===== config.mk =====
export PLATFORM = sky130hd
export DESIGN_NAME = lane_queue
export DESIGN_NICKNAME = d
export VERILOG_FILES = /design/src/rtl/lane_queue_pkg.sv /design/src/rtl/lane_queue_repeat_filter.sv /design/src/rtl/lane_queue.sv
export SDC_FILE = /design/constraint.sdc
export NUM_CORES = 1
export LEC_CHECK = 0
export ABC_AREA = 1
export CAP_MARGIN = 10
export CELL_PAD_IN_SITES_DETAIL_PLACEMENT = 0
export CELL_PAD_IN_SITES_GLOBAL_PLACEMENT = 2
export CORE_MARGIN = 4
export CORE_UTILIZATION = 30
export DETAILED_ROUTE_END_ITERATION = 7
export GPL_TIMING_DRIVEN = 0
export PLACE_DENSITY = 0.77
export SYNTH_ARGS = -nofsm -noshare
export SYNTH_HDL_FRONTEND = slang
export SYNTH_SLANG_ARGS = --single-unit

===== constraint.sdc =====
create_clock -name dclk -period 1.9 [get_ports dclk]
set_clock_uncertainty 0.05 [all_clocks]
set_input_delay 0.285 -clock dclk [delete_from_list [all_inputs] [get_ports dclk]]
set_output_delay 0.285 -clock dclk [all_outputs]
set_load 0.005 [all_outputs]

===== src/rtl/lane_queue_pkg.sv =====
// Shared game definitions for the lane queue: lane width, lane type and the
// queue occupancy state encoding.
package lane_queue_pkg;

    localparam int LANE_W = 2;

    typedef logic [LANE_W-1:0] lane_t;

    typedef enum logic [1:0] {
        EMPTY = 2'd0,
        FILL  = 2'd1,
        FULL  = 2'd2
    } qstate_t;

    // Even parity over one lane value, for protecting stored lane data.
    function automatic logic lane_parity(input lane_t lane);
        return ^lane;
    endfunction

endpackage : lane_queue_pkg


===== src/rtl/lane_queue_repeat_filter.sv =====
// Repeat filter: remembers the last pushed lane and how many times in a row it
// was pushed, and refuses a candidate that would extend the run past
// MAX_REPEAT. The run tracks push history only; pops never touch it.
module repeat_filter
    import lane_queue_pkg::*;
#(
    parameter int MAX_REPEAT = 2
) (
    input  logic  dclk,
    input  logic  rst,
    input  lane_t num_in,
    input  logic  try_push,
    input  logic  clr,
    output logic  accept
);

    localparam int RUN_W = (MAX_REPEAT > 0) ? $clog2(MAX_REPEAT + 1) : 1;

    lane_t            last_lane_r;
    logic [RUN_W-1:0] run_len_r;
    logic             same_s;
    logic             accept_s;

    // Decide whether the current candidate may be pushed this cycle.
    always_comb begin
        same_s   = (num_in == last_lane_r);
        accept_s = 1'b0;
        if (try_push && !(same_s && (run_len_r == RUN_W'(MAX_REPEAT)))) begin
            accept_s = 1'b1;
        end else begin
            accept_s = 1'b0;
        end
    end

    assign accept = accept_s;

    // Track the last pushed lane and the length of its current run.
    always_ff @(posedge dclk or negedge rst) begin
        if (!rst) begin
            last_lane_r <= lane_t'(2'd0);
            run_len_r   <= RUN_W'(0);
        end else if (clr) begin
            // last_lane is kept; a zero run length makes it irrelevant.
            run_len_r <= RUN_W'(0);
        end else if (accept_s) begin
            last_lane_r <= num_in;
            if (same_s && (run_len_r != RUN_W'(0))) begin
                run_len_r <= run_len_r + RUN_W'(1);
            end else begin
                run_len_r <= RUN_W'(1);
            end
        end else begin
            run_len_r <= run_len_r;
        end
    end

endmodule : repeat_filter


===== src/rtl/lane_queue.sv =====
// Lane queue: samples the random lane stream into a small circular queue,
// filtering long runs of identical lanes, and serves lane choices to the
// spawn logic plus a preview of the upcoming lanes to the display.
module lane_queue
    import lane_queue_pkg::*;
#(
    parameter int DEPTH      = 4,
    parameter int MAX_REPEAT = 2
) (
    input  logic                     dclk,
    input  logic                     rst,
    input  logic [LANE_W-1:0]        num_in,
    input  logic                     en,
    input  logic                     clr,
    input  logic                     pop,
    output logic [LANE_W-1:0]        lane_out,
    output logic                     lane_valid,
    output logic [LANE_W*DEPTH-1:0]  preview,
    output logic [$clog2(DEPTH):0]   count,
    output logic                     full
);

    localparam int PTR_W = (DEPTH > 1) ? $clog2(DEPTH) : 1;
    localparam int CNT_W = $clog2(DEPTH) + 1;

    lane_t            entries_r [DEPTH];
    logic [PTR_W-1:0] rd_ptr_r;
    logic [PTR_W-1:0] wr_ptr_r;
    logic [CNT_W-1:0] count_r;
    qstate_t          state_r;

    logic             try_push_s;
    logic             push_s;
    logic             pop_s;
    logic [PTR_W-1:0] pidx_s;
    lane_t            lane_out_s;
    logic [LANE_W*DEPTH-1:0] preview_s;

    // Eligibility uses the pre-edge state, so a full queue never pushes even
    // when it is popped in the same cycle.
    always_comb begin
        try_push_s = en && !clr && (state_r != FULL);
        pop_s      = pop && !clr && (count_r != CNT_W'(0));
    end

    repeat_filter #(
        .MAX_REPEAT (MAX_REPEAT)
    ) u_filter (
        .dclk     (dclk),
        .rst      (rst),
        .num_in   (num_in),
        .try_push (try_push_s),
        .clr      (clr),
        .accept   (push_s)
    );

    // Occupancy state machine; follows count and is flushed by clr.
    always_ff @(posedge dclk or negedge rst) begin
        if (!rst) begin
            state_r <= EMPTY;
        end else if (clr) begin
            state_r <= EMPTY;
        end else begin
            case (state_r)
                EMPTY: begin
                    if (push_s) state_r <= FILL;
                    else        state_r <= EMPTY;
                end
                FILL: begin
                    if (push_s && !pop_s && (count_r == CNT_W'(DEPTH - 1)))
                        state_r <= FULL;
                    else if (pop_s && !push_s && (count_r == CNT_W'(1)))
                        state_r <= EMPTY;
                    else
                        state_r <= FILL;
                end
                FULL: begin
                    if (pop_s) state_r <= FILL;
                    else       state_r <= FULL;
                end
                default: state_r <= EMPTY;
            endcase
        end
    end

    // Read/write pointers and entry count; pointers wrap modulo DEPTH.
    always_ff @(posedge dclk or negedge rst) begin
        if (!rst) begin
            rd_ptr_r <= PTR_W'(0);
            wr_ptr_r <= PTR_W'(0);
            count_r  <= CNT_W'(0);
        end else if (clr) begin
            rd_ptr_r <= PTR_W'(0);
            wr_ptr_r <= PTR_W'(0);
            count_r  <= CNT_W'(0);
        end else begin
            if (push_s) wr_ptr_r <= wr_ptr_r + PTR_W'(1);
            else        wr_ptr_r <= wr_ptr_r;
            if (pop_s)  rd_ptr_r <= rd_ptr_r + PTR_W'(1);
            else        rd_ptr_r <= rd_ptr_r;
            case ({push_s, pop_s})
                2'b10:   count_r <= count_r + CNT_W'(1);
                2'b01:   count_r <= count_r - CNT_W'(1);
                default: count_r <= count_r;
            endcase
        end
    end

    // Entry storage: written at the tail on push, zeroed on reset and flush.
    always_ff @(posedge dclk or negedge rst) begin
        if (!rst) begin
            for (int i = 0; i < DEPTH; i++) entries_r[i] <= lane_t'(2'd0);
        end else if (clr) begin
            for (int i = 0; i < DEPTH; i++) entries_r[i] <= lane_t'(2'd0);
        end else if (push_s) begin
            entries_r[wr_ptr_r] <= num_in;
        end else begin
            entries_r[wr_ptr_r] <= entries_r[wr_ptr_r];
        end
    end

    // Head entry and head-relative preview, driven from registers only.
    always_comb begin
        lane_out_s = lane_t'(2'd0);
        preview_s  = {(LANE_W*DEPTH){1'b0}};
        pidx_s     = rd_ptr_r;
        if (count_r != CNT_W'(0)) begin
            lane_out_s = entries_r[rd_ptr_r];
        end else begin
            lane_out_s = lane_t'(2'd0);
        end
        for (int i = 0; i < DEPTH; i++) begin
            pidx_s = rd_ptr_r + PTR_W'(i);
            if (CNT_W'(i) < count_r) begin
                preview_s[LANE_W*i +: LANE_W] = entries_r[pidx_s];
            end else begin
                preview_s[LANE_W*i +: LANE_W] = lane_t'(2'd0);
            end
        end
    end

    assign lane_out   = lane_out_s;
    assign preview    = preview_s;
    assign count      = count_r;
    assign lane_valid = (count_r != CNT_W'(0));
    assign full       = (state_r == FULL);

endmodule : lane_queue


# Yosys cells after proc, flatten, opt, wreduce, memory -nomap -nowiden
# Cells that the tools add are included.
# totals
ff_bits	21
in_bits	7
output_inout_bits	15
# op_classes
add_sub_neg	7
n_lt_le_gt_ge	10
eq_ne	9
mux	42
bitwise	6
reduce_logical	23
# ops
cell	count
$mux 2	26
$bmux 2 s2	5
$bwmux 8	2
$mux 8	2
$ge 3x3->1 const B	5
$not 2->3	5
$logic_and 1x1->1	12
$add 2x1->2 const B	3
$eq 2x2->1 const B	3
$lt 1x3->1 const A	2
$lt 2x3->1 const A	2
$pmux 2 s3	1
$pmux 3 s2	1
$reduce_bool 2->1	3
$reduce_bool 3->1	2
$add 2x2->2 const B	2
$demux 2 s2	1
$eq 2x1->1 const B	2
$logic_not 1->1	4
$add 3x1->3 const B	1
$eq 3x1->1 const B	1
$eq 3x2->1 const B	1
$lt 3x1->1 const B	1
$mux 1	3
7 further kinds	7

# Depth between registers and ports, before layout
# depth
word_depth	12
ltp_mapped	10
mapped_depth_nobuf	10

# Cells and area by module
# From an unflattened synthesis, not the netlist that was laid out.
# hier_totals
cells_unflattened	236
area_unflattened_um2	1630.3
# by_module_without_submodules
mod	instances	cells_per_inst	area_per_inst_um2
lane_queue	1	201	1352.5
repeat_filter	1	35	277.8

# Worst setup path before layout
# OpenSTA, ideal clock, no wires.
# synth_path
kind	register to register
from	register count_r[0] (netlist: count[0])
to	register count_r[0] (netlist: count[0])
setup_ns	0.124
t_arrival_ns	1.332
required_ns	1.726
path_slack_ns	0.393
path_stages_with_launch	9
n_path_buf	0
cell_sequence	dfrtp_1 -> inv_1 -> ha_1 -> nand2_1 -> nand3_1 -> nand3_1 -> nand2_1 -> nand3_1 -> o21ai_1
# synth_between
elab_chain_len	5
word_cells_on_any_way	9
classes_between	add/sub: 2; eq/ne: 2; mux: 2; reduce/logical: 3
# synth_lines
item	line	source
start: declaration	lane_queue.sv:29	logic [CNT_W-1:0] count_r;
start signal: assignment	lane_queue.sv:102	2'b10: count_r <= count_r + CNT_W'(1);
start signal: assignment	lane_queue.sv:103	2'b01: count_r <= count_r - CNT_W'(1);
start signal: assignment	lane_queue.sv:104	default: count_r <= count_r;
$reduce_bool 3->1 (*)	n/a	
via lane_valid	lane_queue.sv:17	output logic lane_valid,
$logic_and 1x1->1 (*)	lane_queue.sv:43	pop_s = pop && !clr && (count_r != CNT_W'(0));
$eq 2x1->1 / $eq 2x2->1 (equally long branches)	lane_queue.sv:101	case ({push_s, pop_s})
$pmux 3 s2	lane_queue.sv:101	
$mux 3	lane_queue.sv:92	end else if (clr) begin
# Mark *: on every way through the listed nets, which the timed path passes. The rest lies on a longest branch.
# A chain may end at the register's enable or synchronous reset.

# Worst setup path after layout
# layout_path
from	register rd_ptr_r[0]
to	output port preview[3]
# layout_between
elab_chain_len	6
# layout_lines
item	line	source
start: declaration	lane_queue.sv:27	logic [PTR_W-1:0] rd_ptr_r;
start signal: assignment	lane_queue.sv:99	if (pop_s) rd_ptr_r <= rd_ptr_r + PTR_W'(1);
start signal: assignment	lane_queue.sv:100	else rd_ptr_r <= rd_ptr_r;
$add 2x1->2	lane_queue.sv:133	pidx_s = rd_ptr_r + PTR_W'(i);
$not 2->3 (not written as such)	lane_queue.sv:135	preview_s[LANE_W*i +: LANE_W] = entries_r[pidx_s];
$bmux 2 s2	lane_queue.sv:135	
$mux 2 (not written as such) (2 in a row)	lane_queue.sv:135	
$mux 2	lane_queue.sv:134	if (CNT_W'(i) < count_r) begin
end: declaration	lane_queue.sv:18	output logic [LANE_W*DEPTH-1:0] preview,
# No other way between the ends. The select of a mux whose other input is x is not followed.

==> flow_metrics.tcl <==
set metrics [dict create \
    status "complete, but fails checks" \
    violations "negative setup slack" \
    crit_top_cell "buf_6" \
    layout_commonest_cell "nand2_1" \
    grt_pass1_vias 1410 \
    cp_cell_sequence "buf_6 -> buf_6 -> xor2_4 -> inv_2 -> buf_6 -> nor2_2 -> nor3_2 -> buf_2" \
    num_vias 1409 \
    synth_area_per_cell_um2 7.24 \
    cts.sinks 21 \
    clock_latency_ns 0.27 \
    yosysSeqAreaShare_pct 34.7 \
    syn_to_final_growth_pct 30.3 \
    path_class "reg -> out" \
    utilization_pct 41.0 \
    synthCells 209 \
    synth-seq-cells 21 \
    slowest_delay_ns 0.42 \
    cts_tree "yes" \
    grt_max_degree 22 \
    start_util_pct 31.4 \
    antennaDiodeCount 0 \
    track_usage_pct 13.6 \
    tightestPinTransition_ns 1.00 \
    io_buffers 21 \
    drive_above_1_share_pct 23.5 \
    period_minus_slack_ns 1.94 \
    setup_violations 2 \
    cts_buffer_depth 2 \
    syn_area_um2 1510 \
    coreArea_um2 4820 \
    cts_inserted_buffers 3 \
    synth.distinct_cells 27 \
    p_per_area_nw_per_um2 960 \
    cp_max_fo 4 \
    drt.antenna.violating_nets 0 \
    ys_warn_count 0 \
    cp_slowest_cell "dfrtp_2" \
    finalCritPeriodShare_pct 102 \
    avgViaCountPerCell 4.55 \
    fillers 539 \
    first_pass_iters 4 \
    layout_setup_ws_ns -0.0417 \
    maxSlewViolCount 0 \
    routed_wl_mm 3.91 \
    antenna_found_initial 0 \
    die-width_um 79.0 \
    hold_viol_final 0 \
    placed_cell_area_um2 1810 \
    ir_drop_uv 244 \
    dp.final_hpwl_mm 2.94 \
    worst_setup_path_end_kind "output pin" \
    relSlewSlack_pct 33.1 \
    drc 0 \
    die_height_um 79.0 \
    placedCellCount 297 \
    wl_per_cell_um 12.6 \
    drt_iter0_drc 53 \
    timing.fmax_mhz 515 \
    grt_remaining_overflow 0 \
    required_ns 1.56 \
    hold_class "reg -> reg" \
    final_cell_mix "37 x nand2_1, 29 x nand3_1, 28 x inv_1, 19 x dfrtp_1, 14 x o21ai_0" \
    ioPinCount 22 \
    p_leak_nw 0.941 \
    arrival_ns 1.61 \
    syn_nets 226 \
    rows 25 \
    max-cap-violations 0 \
    cts.reportedPaths.clkPinSlew_ns 0.09 \
    instances_no_fill 310 \
    dieArea_um2 6250 \
    clockRootBuffer "clkbuf_8" \
    design_area_um2 1970 \
    layout.nets 261 \
    holdBufCountCts 0 \
    grt_pass1_wl_mm 6.80 \
    rsz0062_at_grt "yes" \
    critPathLaunchType "flip-flop" \
    htreeDepth 1 \
    gp_congestion 0.784 \
]
registers in the layout, indices dropped and copies added (netlist names):
register / cells
entries_r: 8
count: 3
rd_ptr_r: 2
state_r: 2
u_filter.last_lane_r: 2
u_filter.run_len_r: 2
wr_ptr_r: 2
per-layer routing:
metal  vias to the layer above  routed length [µm]  GRT usage (%)
met5                         -                   0              0
met4                         0                  22           3.95
met3                         2                 123           1.93
met2                        19                1810           22.6
met1                       644                1950           18.4
li1                        744                   -              -
stage by stage:
| step | power [W] | hold slack [ns] | setup TNS [ns] | worst slack, ns |
|---|---|---|---|---|
| 6_report | 0.00189 | 0.464 | -0.0552 | -0.0417 |
| 5_1_grt | 0.00207 | 0.494 | -0.540 | -0.137 |
| 4_1_cts | 0.00186 | 0.474 | -0.237 | -0.0517 |
| 3_5_place_dp | 0.00140 | 0.452 | -0.861 | -0.158 |
| 3_3_place_gp | 0.00141 | 0.448 | -0.877 | -0.140 |
| 2_1_floorplan | 0.00107 | -0.0606 | 0 | 0.393 |
report_power, final:
group | switching, W | internal [W] | total, W
sequential | 0.0000510 | 0.000506 | 0.000557
combinational | 0.000564 | 0.000464 | 0.00103
clock | 0.000161 | 0.000150 | 0.000310
total | 0.000775 | 0.00112 | 0.00189
synthesized netlist by cell type, drive strengths merged:
library cell | n | area (µm²)
o21ai | 26 | 130
nor2 | 15 | 71.3
o22ai | 2 | 12.5
a211oi | 3 | 22.5
inv | 34 | 133
dfrtp | 21 | 526
o211ai | 1 | 7.51
clkbuf | 2 | 11.3
nand3 | 30 | 155
nand2 | 45 | 191
buf | 3 | 20.0
xor2 | 1 | 16.3
ha | 10 | 125
nand3b | 1 | 7.51
nand4 | 2 | 12.5
xnor2 | 2 | 17.5
nor3 | 2 | 10.0
a21oi | 9 | 45.0
area by class of cell:
type / count / area (µm²) / area share [%]
Tap cell: 67 / 83.8 / 4.25
Clock buffer: 4 / 45.0 / 2.28
Timing Repair Buffer: 30 / 244 / 12.4
Buffer: 5 / 41.3 / 2.09
Multi-Input combinational cell: 149 / 898 / 45.5
Sequential cell: 21 / 528 / 26.8
Inverter: 34 / 133 / 6.72
critical path: cells and delay by family, from the launching register on:
kind / cells / cell delay, ns
AND/OR/NAND/NOR: 2 / 0.17
XOR/XNOR: 1 / 0.18
buffers and inverters: 5 / 0.58
flip-flops: 1 / 0.42
path summary, 6_finish.rpt:
kind | start | to | slack, ns | cells after the start
worst max-delay path | rd_ptr_r[0] | preview[3] | -0.04 | 8
worst min-delay path | entries_r[7] | entries_r[7] | 0.46 | 2
worst max register to register | count[0] | count[2] | 0.29 | 8
worst min register to register | entries_r[7] | entries_r[7] | 0.46 | 2
max in group asynchronous | rst | count[1] | 0.62 | 1
min in group asynchronous | rst | u_filter.last_lane_r[1] | 0.51 | 1
cells by family (layout without fill, tap and decap cells):
kind of cell | after synthesis | count (layout) | share of synthesized area, %
fa+ha+maj | 10 | 10 | 8.26
flops | 21 | 21 | 34.7
compound gates | 41 | 41 | 14.4
simple gates | 95 | 95 | 29.6
xor+xnor | 3 | 3 | 2.23
buf+inv | 39 | 73 | 10.8
what timing repair did:
item | in CTS | in global routing
hold endpoints to repair | 0 | 0
gates resized for setup | 56 | 21
pin swaps | 3 | 9
endpoints found under the setup margin | 11 | 10
setup buffers | 8 | 1
Power figures use the tool's default switching activity.
